**src/rtl/fft_iter_addr_gen.sv**
```systemverilog
// Address generator for the iterative radix-2 in-place FFT.
// Issues read/twiddle addresses and buffers write-back addresses in a FIFO.
module fft_iter_addr_gen #(
    parameter int LAYERS      = 5,
    parameter int BUTTERFLYES = 16,
    parameter int LayWL       = 3,
    parameter int ButtWL      = 4,
    parameter int FIFO_DEPTH  = 4,
    parameter int FIFO_AW     = 2
) (
    input  logic              CLK,
    input  logic              RST,
    input  logic              EN,
    input  logic              LAY_EN,
    input  logic              ADDR_EN,
    input  logic              WR,
    input  logic              FIRST,
    output logic [LAYERS-1:0] RD_ADDR_A,
    output logic [LAYERS-1:0] RD_ADDR_B,
    output logic [LAYERS-2:0] TW_ADDR,
    output logic              RD_VLD,
    output logic [LAYERS-1:0] WR_ADDR_A,
    output logic [LAYERS-1:0] WR_ADDR_B,
    output logic              WR_VLD,
    output logic              DONE,
    output logic              ERR
);

    localparam int TW_W = LAYERS - 1;
    localparam int EW   = 2 * LAYERS + 1;
    localparam int CW   = FIFO_AW + 1;

    logic [ButtWL-1:0]  b_q, b_d, b_use;
    logic [LayWL-1:0]   s_q, s_d, s_use;
    logic [LAYERS-1:0]  rd_a_q, rd_a_d, rd_b_q, rd_b_d;
    logic [TW_W-1:0]    tw_q, tw_d;
    logic               rd_vld_q, rd_vld_d;
    logic [LAYERS-1:0]  wr_a_q, wr_a_d, wr_b_q, wr_b_d;
    logic               wr_vld_q, wr_vld_d;
    logic               done_q, done_d;
    logic               err_q, err_d;
    logic [FIFO_AW-1:0] wp_q, wp_d, rp_q, rp_d;
    logic [CW-1:0]      cnt_q, cnt_d;
    logic [EW-1:0]      mem_q [FIFO_DEPTH];

    logic [LAYERS-1:0]  b_ext, mask, a, bb, a_rev, bb_rev;
    logic [TW_W-1:0]    tw;
    logic               last, full, empty, push_ok, pop_ok;
    logic [EW-1:0]      head;

    assign head  = mem_q[rp_q];
    assign full  = (cnt_q == CW'(FIFO_DEPTH));
    assign empty = (cnt_q == '0);

    // Resolve effective b/s for this butterfly and derive its addresses
    always_comb begin
        b_use = b_q;
        s_use = s_q;
        if (LAY_EN) begin
            b_use = '0;
            if (FIRST) begin
                s_use = '0;
            end else if (s_q != LayWL'(LAYERS - 1)) begin
                s_use = s_q + 1'b1;
            end
        end
        b_ext = LAYERS'(b_use);
        mask  = (LAYERS'(1) << s_use) - LAYERS'(1);
        a     = ((b_ext >> s_use) << (int'(s_use) + 1)) | (b_ext & mask);
        bb    = a | (LAYERS'(1) << s_use);
        tw    = TW_W'((b_ext & mask) << (LAYERS - 1 - int'(s_use)));
        last  = (s_use == LayWL'(LAYERS - 1)) &&
                (b_use == ButtWL'(BUTTERFLYES - 1));
        for (int i = 0; i < LAYERS; i++) begin
            a_rev[i]  = a[LAYERS-1-i];
            bb_rev[i] = bb[LAYERS-1-i];
        end
    end

    // Next-state for counters, read/write outputs, FIFO bookkeeping and ERR
    always_comb begin
        pop_ok   = WR && !empty;
        push_ok  = ADDR_EN && (!full || pop_ok);
        b_d      = b_q;
        s_d      = s_q;
        rd_a_d   = rd_a_q;
        rd_b_d   = rd_b_q;
        tw_d     = tw_q;
        rd_vld_d = ADDR_EN;
        wr_a_d   = wr_a_q;
        wr_b_d   = wr_b_q;
        wr_vld_d = pop_ok;
        done_d   = pop_ok && head[0];
        err_d    = err_q;
        wp_d     = wp_q;
        rp_d     = rp_q;
        cnt_d    = cnt_q;
        if (ADDR_EN) begin
            b_d    = b_use + 1'b1;
            s_d    = s_use;
            rd_a_d = FIRST ? a_rev : a;
            rd_b_d = FIRST ? bb_rev : bb;
            tw_d   = tw;
            if (LAY_EN && b_q != '0) begin
                err_d = 1'b1;
            end
            if (LAY_EN && !FIRST && s_q == LayWL'(LAYERS - 1)) begin
                err_d = 1'b1;
            end
            if (!push_ok) begin
                err_d = 1'b1;
            end
        end
        if (WR && empty) begin
            err_d = 1'b1;
        end
        if (pop_ok) begin
            wr_a_d = head[EW-1 -: LAYERS];
            wr_b_d = head[LAYERS:1];
        end
        if (push_ok) begin
            wp_d = wp_q + 1'b1;
        end
        if (pop_ok) begin
            rp_d = rp_q + 1'b1;
        end
        if (push_ok && !pop_ok) begin
            cnt_d = cnt_q + 1'b1;
        end else if (pop_ok && !push_ok) begin
            cnt_d = cnt_q - 1'b1;
        end
    end

    // State registers: reset wins, EN=0 freezes everything
    always_ff @(posedge CLK) begin
        if (!RST) begin
            b_q      <= '0;
            s_q      <= '0;
            rd_a_q   <= '0;
            rd_b_q   <= '0;
            tw_q     <= '0;
            rd_vld_q <= 1'b0;
            wr_a_q   <= '0;
            wr_b_q   <= '0;
            wr_vld_q <= 1'b0;
            done_q   <= 1'b0;
            err_q    <= 1'b0;
            wp_q     <= '0;
            rp_q     <= '0;
            cnt_q    <= '0;
        end else if (EN) begin
            b_q      <= b_d;
            s_q      <= s_d;
            rd_a_q   <= rd_a_d;
            rd_b_q   <= rd_b_d;
            tw_q     <= tw_d;
            rd_vld_q <= rd_vld_d;
            wr_a_q   <= wr_a_d;
            wr_b_q   <= wr_b_d;
            wr_vld_q <= wr_vld_d;
            done_q   <= done_d;
            err_q    <= err_d;
            wp_q     <= wp_d;
            rp_q     <= rp_d;
            cnt_q    <= cnt_d;
        end
    end

    // FIFO storage; contents are don't-care once pointers are reset
    always_ff @(posedge CLK) begin
        if (RST && EN && push_ok) begin
            mem_q[wp_q] <= {a, bb, last};
        end
    end

    assign RD_ADDR_A = rd_a_q;
    assign RD_ADDR_B = rd_b_q;
    assign TW_ADDR   = tw_q;
    assign RD_VLD    = rd_vld_q;
    assign WR_ADDR_A = wr_a_q;
    assign WR_ADDR_B = wr_b_q;
    assign WR_VLD    = wr_vld_q;
    assign DONE      = done_q;
    assign ERR       = err_q;

endmodule

```
**config.mk**
```make
export PLATFORM = sky130hd
export DESIGN_NAME = fft_iter_addr_gen
export DESIGN_NICKNAME = d
export VERILOG_FILES = /design/src/rtl/fft_iter_addr_gen.sv
export SDC_FILE = /design/constraint.sdc
export NUM_CORES = 1
export LEC_CHECK = 0
export ABC_CLOCK_PERIOD_IN_PS = 10010
export CAP_MARGIN = 0
export CORE_MARGIN = 2
export CORE_UTILIZATION = 30
export CTS_CLUSTER_DIAMETER = 200
export DETAILED_ROUTE_END_ITERATION = 8
export DONT_BUFFER_PORTS = 1
export PLACE_DENSITY = 0.53
export REMOVE_ABC_BUFFERS = 1
export SLEW_MARGIN = 20
export SYNTH_ARGS = -nofsm -noshare
export SYNTH_HDL_FRONTEND = slang
export SYNTH_SLANG_ARGS = --single-unit
```
**constraint.sdc**
```tcl
create_clock -name CLK -period 10.01 [get_ports CLK]
set_input_delay 1.5015 -clock CLK [delete_from_list [all_inputs] [get_ports CLK]]
set_output_delay 1.5015 -clock CLK [all_outputs]
set_load 0.05 [all_outputs]
```
Word level (Yosys, flattened, before mapping)
Memories as Yosys holds them, arrays and structs flattened. A register that Yosys moved wholly into a read port is not among the register bits.
Cells that the tools add are included.
Widths: inputs -> output; s select.
- input bits: 7
- memories: 1
- RAM bits: 44
- bits in registers: 42
- memory bits (read-only): 0
- latch bits: 0
- logic and storage cells: 81
- output and inout bits: 28
- memory list (memory ; words ; width ; read ports ; clocked after memory_dff ; write ports ; line ; source):
    mem_q ; 4 ; 11 ; 1 ; 1 ; 1 ; 44 ; logic [EW-1:0] mem_q [FIFO_DEPTH];
- bitwise gates (word level): 3
- equal/unequal tests: 6
- reduce and logical (&&, ||, !) cells: 27
- add/subtract/negate cells: 9
- divide/modulo/power cells: 0
- multiply operators: 0
- shifts and indexed selects: 4
- $lt $le $gt $ge: 0
- muxes and demuxes: 17
- operator list (cell ; number):
    $shl 5x32->4 ; 1
    $mux 3 ; 5
    $logic_and 1x1->1 ; 12
    $mux 5 ; 2
    $or 5x5->5 ; 2
    $eq 3x3->1 const B ; 3
    $reduce_and 2->1 ; 4
    $mux 1 ; 7
    $add 3x1->3 const B ; 2
    $and 4x5->5 ; 1
    $logic_not 1->1 ; 5
    $shl 1x3->5 const A ; 1
    $shl 5x4->5 ; 1
    $shr 4x3->5 ; 1
    $sub 5x2->5 const B ; 1
    $add 2x1->2 const B ; 2
    $add 3x1->4 const B ; 1
    $add 4x1->4 const B ; 1
    $eq 4x4->1 const B ; 1
    $mux 2 ; 2
    $mux 4 ; 1
    $ne 4x1->1 const B ; 1
    $reduce_bool 2->1 ; 2
    $reduce_bool 4->1 ; 1
    6 further kinds ; 6

Logic depth before layout (Yosys ltp)
Gate-level depths: netlist (run 1).
- word-level depth: 10
- gate-level depth with buffers: 17
- gate-level depth less buffers: 16

Worst setup path after synthesis (run 1)
No wires, ideal clock.
- kind: input to register
- from: in FIRST
- to: reg tw_q[3] (netlist: TW_ADDR[3])
- stages: 14
- path buffers: 0
- data required time: 9949 ps
- setup time: 61 ps
- slack: 6016 ps
- arrival time: 3933 ps
- path through: nand3b_1 -> a21o_1 -> nand2_1 -> inv_1 -> ha_1 -> ha_1 -> inv_1 -> ha_1 -> or3b_2 -> nand3b_1 -> a21oi_1 -> nor2_1 -> a31oi_1 -> a32o_1
- word-level cells in the longest chain between the ends: 6
- elaborated cells on any way between the ends: 7
- those cells by class: add/sub: 2; shift: 2; mux: 2; bitwise: 1
- RTL lines (element ; line ; source):
    from (decl) ; 17 ; input logic FIRST,
    $mux 3 * ; 61 ; if (FIRST) begin
    $mux 3 * ; 59 ; if (LAY_EN) begin
    $shl 1x3->5 ; 68 ; mask = (LAYERS'(1) << s_use) - LAYERS'(1);
    $sub 5x2->5 ; 68 ;
    $and 4x5->5 ; 71 ; tw = TW_W'((b_ext & mask) << (LAYERS - 1 - int'(s_use)));
    $shl 5x32->4 * ; 71 ;
    to (signal assigned) ; 156 ; tw_q <= tw_d;
    to (decl) ; 36 ; logic [TW_W-1:0] tw_q, tw_d;
Every way passes the cells marked *; elsewhere a longest branch is shown, timed or not.
A chain may end at the register's enable or synchronous reset.

Worst setup path after layout (run 1)
Same ends and word-level chain as after synthesis.

==> impl_results.md, run 1 <==
* Leakage at 1.58 nW
* Status: finished, final reports clean
* 1st-pass router iterations at 4
* Setup crit start kind: primary input
* Peak Freq at 254 MHz
* Routed length per instance at 16.8 um
* Clk pin slew, worst setup/hold paths at 70 ps
* CP Max Fanout at 11
* GRT overflow at 0
* Dpl hpwl at 6.36 mm
* Power density over cell area at 197 nW/um2
* First-pass GRT wire length at 14.3 mm
* Setup TNS at 0 ps
* Ranking of synthesized cells by area: edfxtp_1 32%, dfxtp_1 21%, mux4_2 6.5%, ha_1 4.8%, nand2_1 4.0%
* Worst Setup End Kind: flop
* Setup bufs post-CTS at 0
* TritonCTS Buffers at 9
* EDFF count, synth at 44
* Share of layout cells above drive strength 1 at 11.2%
* H-tree Lvls at 3
* Die height at 122 um
* Antenna Nets Post-Route at 0
* Root Driver: clkbuf_16
* Initial core utilization at 30.4%
* Yosys top cell area share at 31.7%
* Via density at 5.03
* Dominant cell type by area after synthesis: edfxtp_1
* CP Class: primary input to flop
* GRT Util Overall at 12.9%
* Cts repair resizes at 0
* Input/output buffers at 0
* Post-synthesis cell type count at 55
* Fin crit share at 39.3%
* Slew headroom at 40.0%
* Largest net degree at the start of global routing at 34
* TritonCTS clock tree: done
* Number of synthesized register bits at 88
* Peak supply drop at 84.0 uV
* Vias in the first global route at 2567
* Vias at 2742
* Period minus WS final at 3940 ps
* Syn_area_per_cell at 11.2 um2
* Clk buf depth at 2
* Max-cap check violation count at 0
* Die Area at 14800 um2
* Sink Count at 88
* Slew Limit Fails at 0
* Actual slew at the worst max-slew pin at 900 ps
* Die Span X at 122 um
* Non-Filler Instances at 545
* Initial antenna violation count at 0
* Fin area at 4540 um2
* Cell count after synthesis at 372
* Placed Instances at 529
* Min-Delay Path Class: flop to flop
* Hold WS at 533 ps
* CP required at 10300 ps
* Final Skew at 8.29 ps
* Warnings, synthesis at 0
* Clock insertion delay at the later pin of the skew report at 340 ps
* Initial drt markers at 176
* Mapped cell area at 4160 um2
* Core Util, Final at 33.1%
* Diodes inserted at 0
* Drt drc at 0
* FFs w/ async S/R, synth at 0%
* Seq/Total Area, Yosys at 52.9%
* Hold buffers post-CTS at 0
* Placed cell area at 4240 um2
* FP Rows at 43
* Synthesis-to-finish area growth at 9.04%
* Core Box Area at 13700 um2
* Total wire length at 9.14 mm
* Final setup fails at 0
* Post-layout nets at 384
* Post-synth top flop: edfxtp_1
* Unrepaired setup endpoints after global routing: false
* Critical Path AT at 4220 ps
* Placer's final routability congestion estimate at 0.887
* Fin. Hold Viols at 0
* IO Pins at 35
## worst paths after layout
path | start | endpoint | slack [ps] | depth (start not counted)
worst min-delay path | cnt_q[2] | cnt_q[2] | 530 | 2
worst max-delay path | FIRST | TW_ADDR[3] | 6070 | 14
worst max register to register | s_q[0] | TW_ADDR[3] | 6330 | 16
worst min register to register | cnt_q[2] | cnt_q[2] | 530 | 2
## per-stage QoR
| step | setup slack [ps] | total power [mW] |
|---|---|---|
| global placement | 5820 | 0.560 |
| global route | 5850 | 0.937 |
| finish | 6070 | 0.896 |
| CTS | 6120 | 0.905 |
| floorplan | 6010 | 0.535 |
| detailed placement | 5760 | 0.562 |
## layout make-up
type | count | area (um2)
Multi-Input combinational cell | 244 | 1750
Clock buffer | 9 | 225
Tap cell | 180 | 225
Fill cell | 1375 | 9180
Clock inverter | 7 | 77.6
Inverter | 17 | 63.8
Sequential cell | 88 | 2200
## cell usage after synthesis, types with 10 or more instances
master / number
nor2_1: 27
nand2_1: 44
inv_1: 17
nand3_1: 14
a21oi_1: 26
edfxtp_1: 44
ha_1: 16
clkbuf_1: 10
dfxtp_1: 44
mux4_2: 12
o21ai_0: 11
## state kept, by name (all words and copies together), names as in the netlist, named ones only
signal     cells
mem_q         44
RD_ADDR_A      5
RD_ADDR_B      5
WR_ADDR_A      5
WR_ADDR_B      5
TW_ADDR        4
b_q            4
cnt_q          3
s_q            3
rp_q           2
wp_q           2
DONE           1
ERR            1
RD_VLD         1
WR_VLD         1
## critical path: stages
cell	delay (ps)
nand3b_1	180
a21o_1	260
nand2_1	170
inv_1	130
ha_1	220
ha_1	250
inv_1	70
ha_1	230
or3b_2	460
nand3b_1	170
a21oi_1	200
nor2_1	70
a31oi_1	160
a32o_1	140
## placed cells by master (no fill, tap or decap), types with 2 or more instances in the layout
cell type  instances
mux2i_1            3
a22oi_1            3
and3_1             5
or2_2              3
nor3b_1            2
nand3b_1           4
nand4_1            3
xor2_1             3
clkbuf_16          9
xnor2_1            5
inv_6              2
and2_1             3
nand2b_1           4
nor4b_1            2
o311ai_2           2
nor2b_1            7
o221ai_1           2
edfxtp_1          44
a211oi_1           4
ha_1              16
inv_1             16
a21oi_1           26
nand3_1           14
nor2_1            27
clkinv_2           2
nor4_1             2
dfxtp_1           44
nor3_1             4
a21o_1             4
a31oi_1            7
o21ai_0           11
o211ai_1           4
mux4_2            12
nand2_1           44
## report_power, final
group | internal [mW] | switching, mW
logic | 0.0474 | 0.0581
clock network | 0.197 | 0.148
registers | 0.397 | 0.0494
## per-layer routing
layer	vias up	global-route usage, %	routed length [um]
met1	1359	16.2	4030
met3	14	3.60	428
met2	45	21.1	4500
met5	-	0	0
li1	1324	-	-
met4	0	5.10	171
## cell families (layout without fill, tap and decap cells)
group,Yosys count,after routing,share of synthesized area (%)
AOI/OAI and AO/OA,74,74,12.3
xor gates and xnor gates,8,8,1.68
adders and majority gates,17,17,5.29
buffers and inverters,40,33,5.17
DFF,88,88,52.9
muxes,15,15,7.21
and+or+nand+nor,130,130,15.5
Power figures use the tool's default switching activity.
==> inputs of run 2 (changes only) <==
--- a/config.mk
+++ b/config.mk
@@ -5,14 +5,14 @@
 export SDC_FILE = /design/constraint.sdc
 export NUM_CORES = 1
 export LEC_CHECK = 0
-export ABC_CLOCK_PERIOD_IN_PS = 10010
+export ABC_CLOCK_PERIOD_IN_PS = 3600
 export CAP_MARGIN = 0
 export CORE_MARGIN = 2
 export CORE_UTILIZATION = 30
 export CTS_CLUSTER_DIAMETER = 200
 export DETAILED_ROUTE_END_ITERATION = 8
 export DONT_BUFFER_PORTS = 1
-export PLACE_DENSITY = 0.53
+export PLACE_DENSITY = 0.54
 export REMOVE_ABC_BUFFERS = 1
 export SLEW_MARGIN = 20
 export SYNTH_ARGS = -nofsm -noshare
==> constraint.sdc (replaced) <==
create_clock -name CLK -period 3.6 [get_ports CLK]
set_input_delay 0.54 -clock CLK [delete_from_list [all_inputs] [get_ports CLK]]
set_output_delay 0.54 -clock CLK [all_outputs]
set_load 0.05 [all_outputs]
==> run 2 against run 1 <==
Against the previous run:
- wire length fell by 0.61%
- sequential share of layout area shrank 0.40 points
- worst hold slack got worse by 190 ps
- first-iteration DRC count rose by 16%
- critical path depth rose by 2
- critical path type is now flop to flop
- setup slack got worse by 5800 ps
- sequential cell count unchanged
- clock skew is 0.62 ps lower
- global-route usage is essentially flat
- cell count is 0.92% higher
- non-clock buffer count grew 5
- sequential power rose to 2.8 times the previous value
==> impl_results.md, run 2 (synthesis results as in run 1) <==
* Slew Limit Fails at 0
* Setup bufs post-CTS at 0
* CP required at 3880 ps
* Leakage at 1.60 nW
* Fill cells at 1381
* Post-layout nets at 389
* Unrepaired setup endpoints after global routing: false
* Setup TNS at 0 ps
* TritonCTS clock tree: done
* Final setup fails at 0
* Hold WS at 342 ps
* CP Class: flop to flop
* CP peak stage delay at 450 ps
* H-tree Lvls at 3
* FP Rows at 43
* Crit-path cells: inv_1, ha_1, nand3b_1, a21o_1, nand2_1, inv_1, ha_1, ha_1, inv_1, ha_1, or3b_2, nand3b_1, a21oi_1, nor2_1, a31oi_1, a32o_1
* Via density at 4.95
* Fin crit share at 92.2%
* Slew headroom at 37.2%
* Largest net degree at the start of global routing at 34
* Critical Path AT at 3600 ps
* Post-route setup slack at 280 ps
* Die Area at 14800 um2
* IO Pins at 35
* Root Driver: clkbuf_16
* Drt drc at 0
* Sequential Area at 2200 um2
* Routed length per instance at 16.5 um
* Share of layout cells above drive strength 1 at 12.2%
* Cts repair resizes at 0
* Die height at 122 um
* Clock insertion delay at the later pin of the skew report at 340 ps
* Power density over cell area at 541 nW/um2
* Initial antenna violation count at 0
* Fin. Hold Viols at 0
* Placed cell area at 4280 um2
* Setup crit start kind: flop
* GRT Util Overall at 13.0%
* Status: finished, final reports clean
* Actual slew at the worst max-slew pin at 943 ps
* Input/output buffers at 0
* Clk buf depth at 2
* Vias in the first global route at 2726
* CP Max Fanout at 5
* Period minus WS final at 3320 ps
* Non-Filler Instances at 550
* Critical path's most frequent cell: ha_1
* Register with the most flip-flops: mem_q
* Sink Count at 88
* Max reg flops at 44
* Peak Freq at 301 MHz
* Diodes inserted at 0
* Fin area at 4580 um2
* Placed Instances at 534
* Vias at 2725
* First-pass GRT wire length at 14.6 mm
* Die Span X at 122 um
* Min-Delay Path Class: primary input to flop
* Clk pin slew, worst setup/hold paths at 70 ps
* Core Box Area at 13700 um2
* GRT overflow at 0
* Slowest-stage cell, CP: or3b_2
* Total wire length at 9.08 mm
* Antenna Nets Post-Route at 0
* Worst Setup End Kind: flop
* Most frequent cells in the layout: 44 x dfxtp_1, 44 x nand2_1, 44 x edfxtp_1
* Hold buffers post-CTS at 0
* Dpl ws at 342 ps
* Peak supply drop at 234 uV
* TritonCTS Buffers at 9
* Initial drt markers at 205
* 1st-pass router iterations at 4
* Max-cap check violation count at 0
* Initial core utilization at 30.4%
* Dpl hpwl at 6.33 mm
* Final Skew at 7.67 ps
* Multi-input gate area at 1750 um2
* Synthesis-to-finish area growth at 9.95%
* Placer's final routability congestion estimate at 0.811
## run 2: changes by cell type in the layout (fill, tap and decap cells not counted), sizes merged
cell / before / now
buf: 0 / 5
clkbuf: 9 / 13
clkinv: 3 / 1
inv: 20 / 18
bufinv: 1 / 0
clkinvlp: 0 / 1
## run 2: critical path: cells and delay by family (launching register included)
| kind | cells | cell delay [ps] |
|---|---|---|
| compound gates | 4 | 770 |
| buf+inv | 3 | 240 |
| flops | 1 | 310 |
| fa+ha+maj | 4 | 940 |
| simple gates | 5 | 1010 |
## run 2: path summary, 6_finish.rpt
path / endpoint / slack (ps) / depth (start not counted) / startpoint
setup / recovery: TW_ADDR[3] / 280 / 16 / s_q[0]
hold / removal: ERR / 340 / 1 / RST
setup reg to reg: TW_ADDR[3] / 280 / 16 / s_q[0]
hold reg to reg: cnt_q[2] / 540 / 2 / cnt_q[2]
## run 2: per-layer routing
metal  routed length (um)  vias up  track usage, %
met1                 3890     1313            15.6
met3                  486       16            3.14
met5                    0        -               0
met4                  162        0            5.60
met2                 4540       60            22.0
li1                     -     1336               -
## run 2: layout make-up
type,instances,share of cell area (%)
clock buffer,13,6.15
clock inverter,3,0.465
inverter,17,1.39
multi-input combinational,244,38.2
sequential,88,48.1
tap,180,4.92
timing repair buffer,5,0.820
## run 2: metrics by stage
step / power, mW / util (%)
floorplan: 1.49 / -
global route: 2.59 / 33.4
global placement: 1.56 / 31.2
detailed placement: 1.57 / 31.2
CTS: 2.49 / 33.4
finish: 2.48 / 33.4
## run 2: report_power, final
group          switching, mW  total (mW)  leakage, nW  internal [mW]
logic                  0.168       0.304        0.686          0.136
registers              0.134        1.24        0.768           1.11
clock network          0.384       0.933        0.147          0.549
==> inputs of run 3 (changes only) <==
--- a/config.mk
+++ b/config.mk
@@ -5,14 +5,14 @@
 export SDC_FILE = /design/constraint.sdc
 export NUM_CORES = 1
 export LEC_CHECK = 0
-export ABC_CLOCK_PERIOD_IN_PS = 3600
+export ABC_CLOCK_PERIOD_IN_PS = 3400
+export BUFFER_PORTS_ARGS = -buffer_cell sky130_fd_sc_hd__buf_2
 export CAP_MARGIN = 0
 export CORE_MARGIN = 2
 export CORE_UTILIZATION = 30
 export CTS_CLUSTER_DIAMETER = 200
 export DETAILED_ROUTE_END_ITERATION = 8
-export DONT_BUFFER_PORTS = 1
-export PLACE_DENSITY = 0.54
+export PLACE_DENSITY = 0.55
 export REMOVE_ABC_BUFFERS = 1
 export SLEW_MARGIN = 20
 export SYNTH_ARGS = -nofsm -noshare
==> constraint.sdc (replaced) <==
create_clock -name CLK -period 3.4 [get_ports CLK]
set_input_delay 0.51 -clock CLK [delete_from_list [all_inputs] [get_ports CLK]]
set_output_delay 0.51 -clock CLK [all_outputs]
set_load 0.05 [all_outputs]
==> run 3 against run 2 <==
Against the previous run:
- cell count grew 8.0%
- die area is the same
- first-iteration DRC count shrank 6.8%
- clock-buffer cell count shrank 3
- sequential power is essentially flat
- total power grew 4.0%
- critical endpoint unchanged
==> impl_results.md, run 3 (synthesis results as in run 1) <==
* Largest net degree at the start of global routing at 34
* Hold buffers post-CTS at 0
* Post-layout nets at 433
* Routed length per instance at 15.4 um
* Diodes inserted at 0
* Max reg flops at 44
* Initial antenna violation count at 0
* R2R depth at 16
* FP Rows at 43
* Actual slew at the worst max-slew pin at 1010 ps
* Clock insertion delay at the later pin of the skew report at 330 ps
* Slowest-stage cell, CP: or3b_2
* CP Max Fanout at 5
* R2r setup slk at 300 ps
* CP delay by family, top: adder cells
* Core Box Area at 13700 um2
* Antenna Nets Post-Route at 0
* Drt drc at 0
* IO Pins at 35
* TritonCTS Buffers at 9
* 1st-pass router iterations at 4
* Peak supply drop at 303 uV
* Clk pin slew, worst setup/hold paths at 70 ps
* Min-Delay Path Class: flop to flop
* CP required at 3670 ps
* GRT overflow at 0
* Sink Count at 88
* Fin. Hold Viols at 0
* Slew headroom at 32.3%
* Peak Freq at 323 MHz
* Share of layout cells above drive strength 1 at 21.3%
* Initial core utilization at 30.4%
* TritonCTS clock tree: done
* Die height at 122 um
* Power density over cell area at 537 nW/um2
* CP peak stage delay at 450 ps
* Critical Path AT at 3370 ps
* Fin crit share at 91.1%
* Via density at 4.82
* Status: finished, final reports clean
* Die Area at 14800 um2
* Dpl hpwl at 6.75 mm
* Placer's final routability congestion estimate at 0.893
* Synthesis-to-finish area growth at 15.2%
* Clk buf depth at 2
* Unrepaired setup endpoints after global routing: false
* Input/output buffers at 34
* Initial drt markers at 191
* Vias in the first global route at 2795
* Crit-path cells: inv_1, ha_1, nand3b_1, a21o_1, nand2_1, inv_1, ha_1, ha_2, inv_1, ha_1, or3b_2, nand3b_1, a21oi_1, nor2_1, a31oi_1, a32o_1
* HP Start: TW_ADDR[0]
* Period minus WS final at 3100 ps
* Most frequent cells in the layout: 44 x dfxtp_1, 44 x nand2_1, 44 x edfxtp_1
* GRT Util Overall at 13.3%
* Setup TNS at 0 ps
* Core Util, Final at 35.0%
* Register with the most flip-flops: mem_q
* Critical R2R Launch: s_q[0]
* H-tree Lvls at 3
* Die Span X at 122 um
* Slew Limit Fails at 0
* CP Class: flop to flop
* Hold Path Cell Cnt at 2
* Total wire length at 9.13 mm
* CP Depth at 16
* Worst Setup End Kind: flop
* Leakage at 1.80 nW
* Hold Path End: TW_ADDR[0]
* First-pass GRT wire length at 14.9 mm
* Setup crit start kind: flop
* Reg-to-reg endpoint: TW_ADDR[3]
* Root Driver: clkbuf_16
* Final Skew at 10.4 ps
* Final setup fails at 0
* CP Buf/Inv Count at 3
* Vias at 2865
* Max-cap check violation count at 0
-- run 3: changes by cell type in the layout (fill, tap and decap cells not counted), sizes merged --
cell	before	now
buf	5	49
inv	18	17
clkinvlp	1	2
clkbuf	13	10
clkinv	1	4
-- run 3: worst register-to-register path, cell delays in order, from the launching register on --
cell and delay (ps):
dfxtp_1 330, inv_1 60, ha_1 250, nand3b_1 140, a21o_1 220, nand2_1 90
inv_1 80, ha_1 170, ha_2 210, inv_1 50, ha_1 290, or3b_2 450
nand3b_1 170, a21oi_1 200, nor2_1 60, a31oi_1 130, a32o_1 130
-- run 3: what timing repair did --
action / CTS / global route
gates resized for setup: 0 / 1
endpoints found under the setup margin: 0 / 1
buffers inserted: 0 / 0
-- run 3: how the worst max path moves through the flow --
| stage | start | end | slack, ps |
|---|---|---|---|
| 2_1_floorplan | s_q[0] | TW_ADDR[3] | 160 |
| 3_3_place_gp | FIRST | TW_ADDR[3] | 210 |
| 3_5_place_dp | FIRST | TW_ADDR[3] | 200 |
| 4_1_cts | s_q[0] | TW_ADDR[3] | 250 |
| 5_1_grt | s_q[0] | TW_ADDR[3] | 40 |
| 6_report | s_q[0] | TW_ADDR[3] | 300 |
-- run 3: layout make-up --
type                            count  area, um2
Inverter                           17       63.8
Timing Repair Buffer               49        283
Fill cell                        1376       8920
Multi-Input combinational cell    244       1750
Sequential cell                    88       2200
Clock inverter                      6       45.0
Tap cell                          180        225
Clock buffer                       10        229
-- run 3: where the power goes --
| part | switching (mW) | internal [mW] | total (mW) |
|---|---|---|---|
| registers | 0.0532 | 1.17 | 1.22 |
| logic | 0.282 | 0.171 | 0.452 |
| clock network | 0.402 | 0.498 | 0.899 |
| total | 0.737 | 1.84 | 2.58 |
-- run 3: stage by stage --
stage	hold slack [ps]	area [um2]	total power, mW	setup slack, ps	cells
after floorplan	485	4010	1.58	164	349
after global placement	440	4520	1.69	215	578
after detailed placement	445	4520	1.71	204	578
after CTS	455	4790	2.61	254	594
after global routing	461	4800	2.70	37.9	594
final	451	4800	2.58	301	594
-- run 3: layer usage --
layer  track usage, %  vias to the layer above  wire length [um]
li1                 -                     1428                 -
met1             17.3                     1372              4130
met2             22.2                       61              4530
met3             3.23                        4               395
met4             3.23                        0                71
met5                0                        -                 0
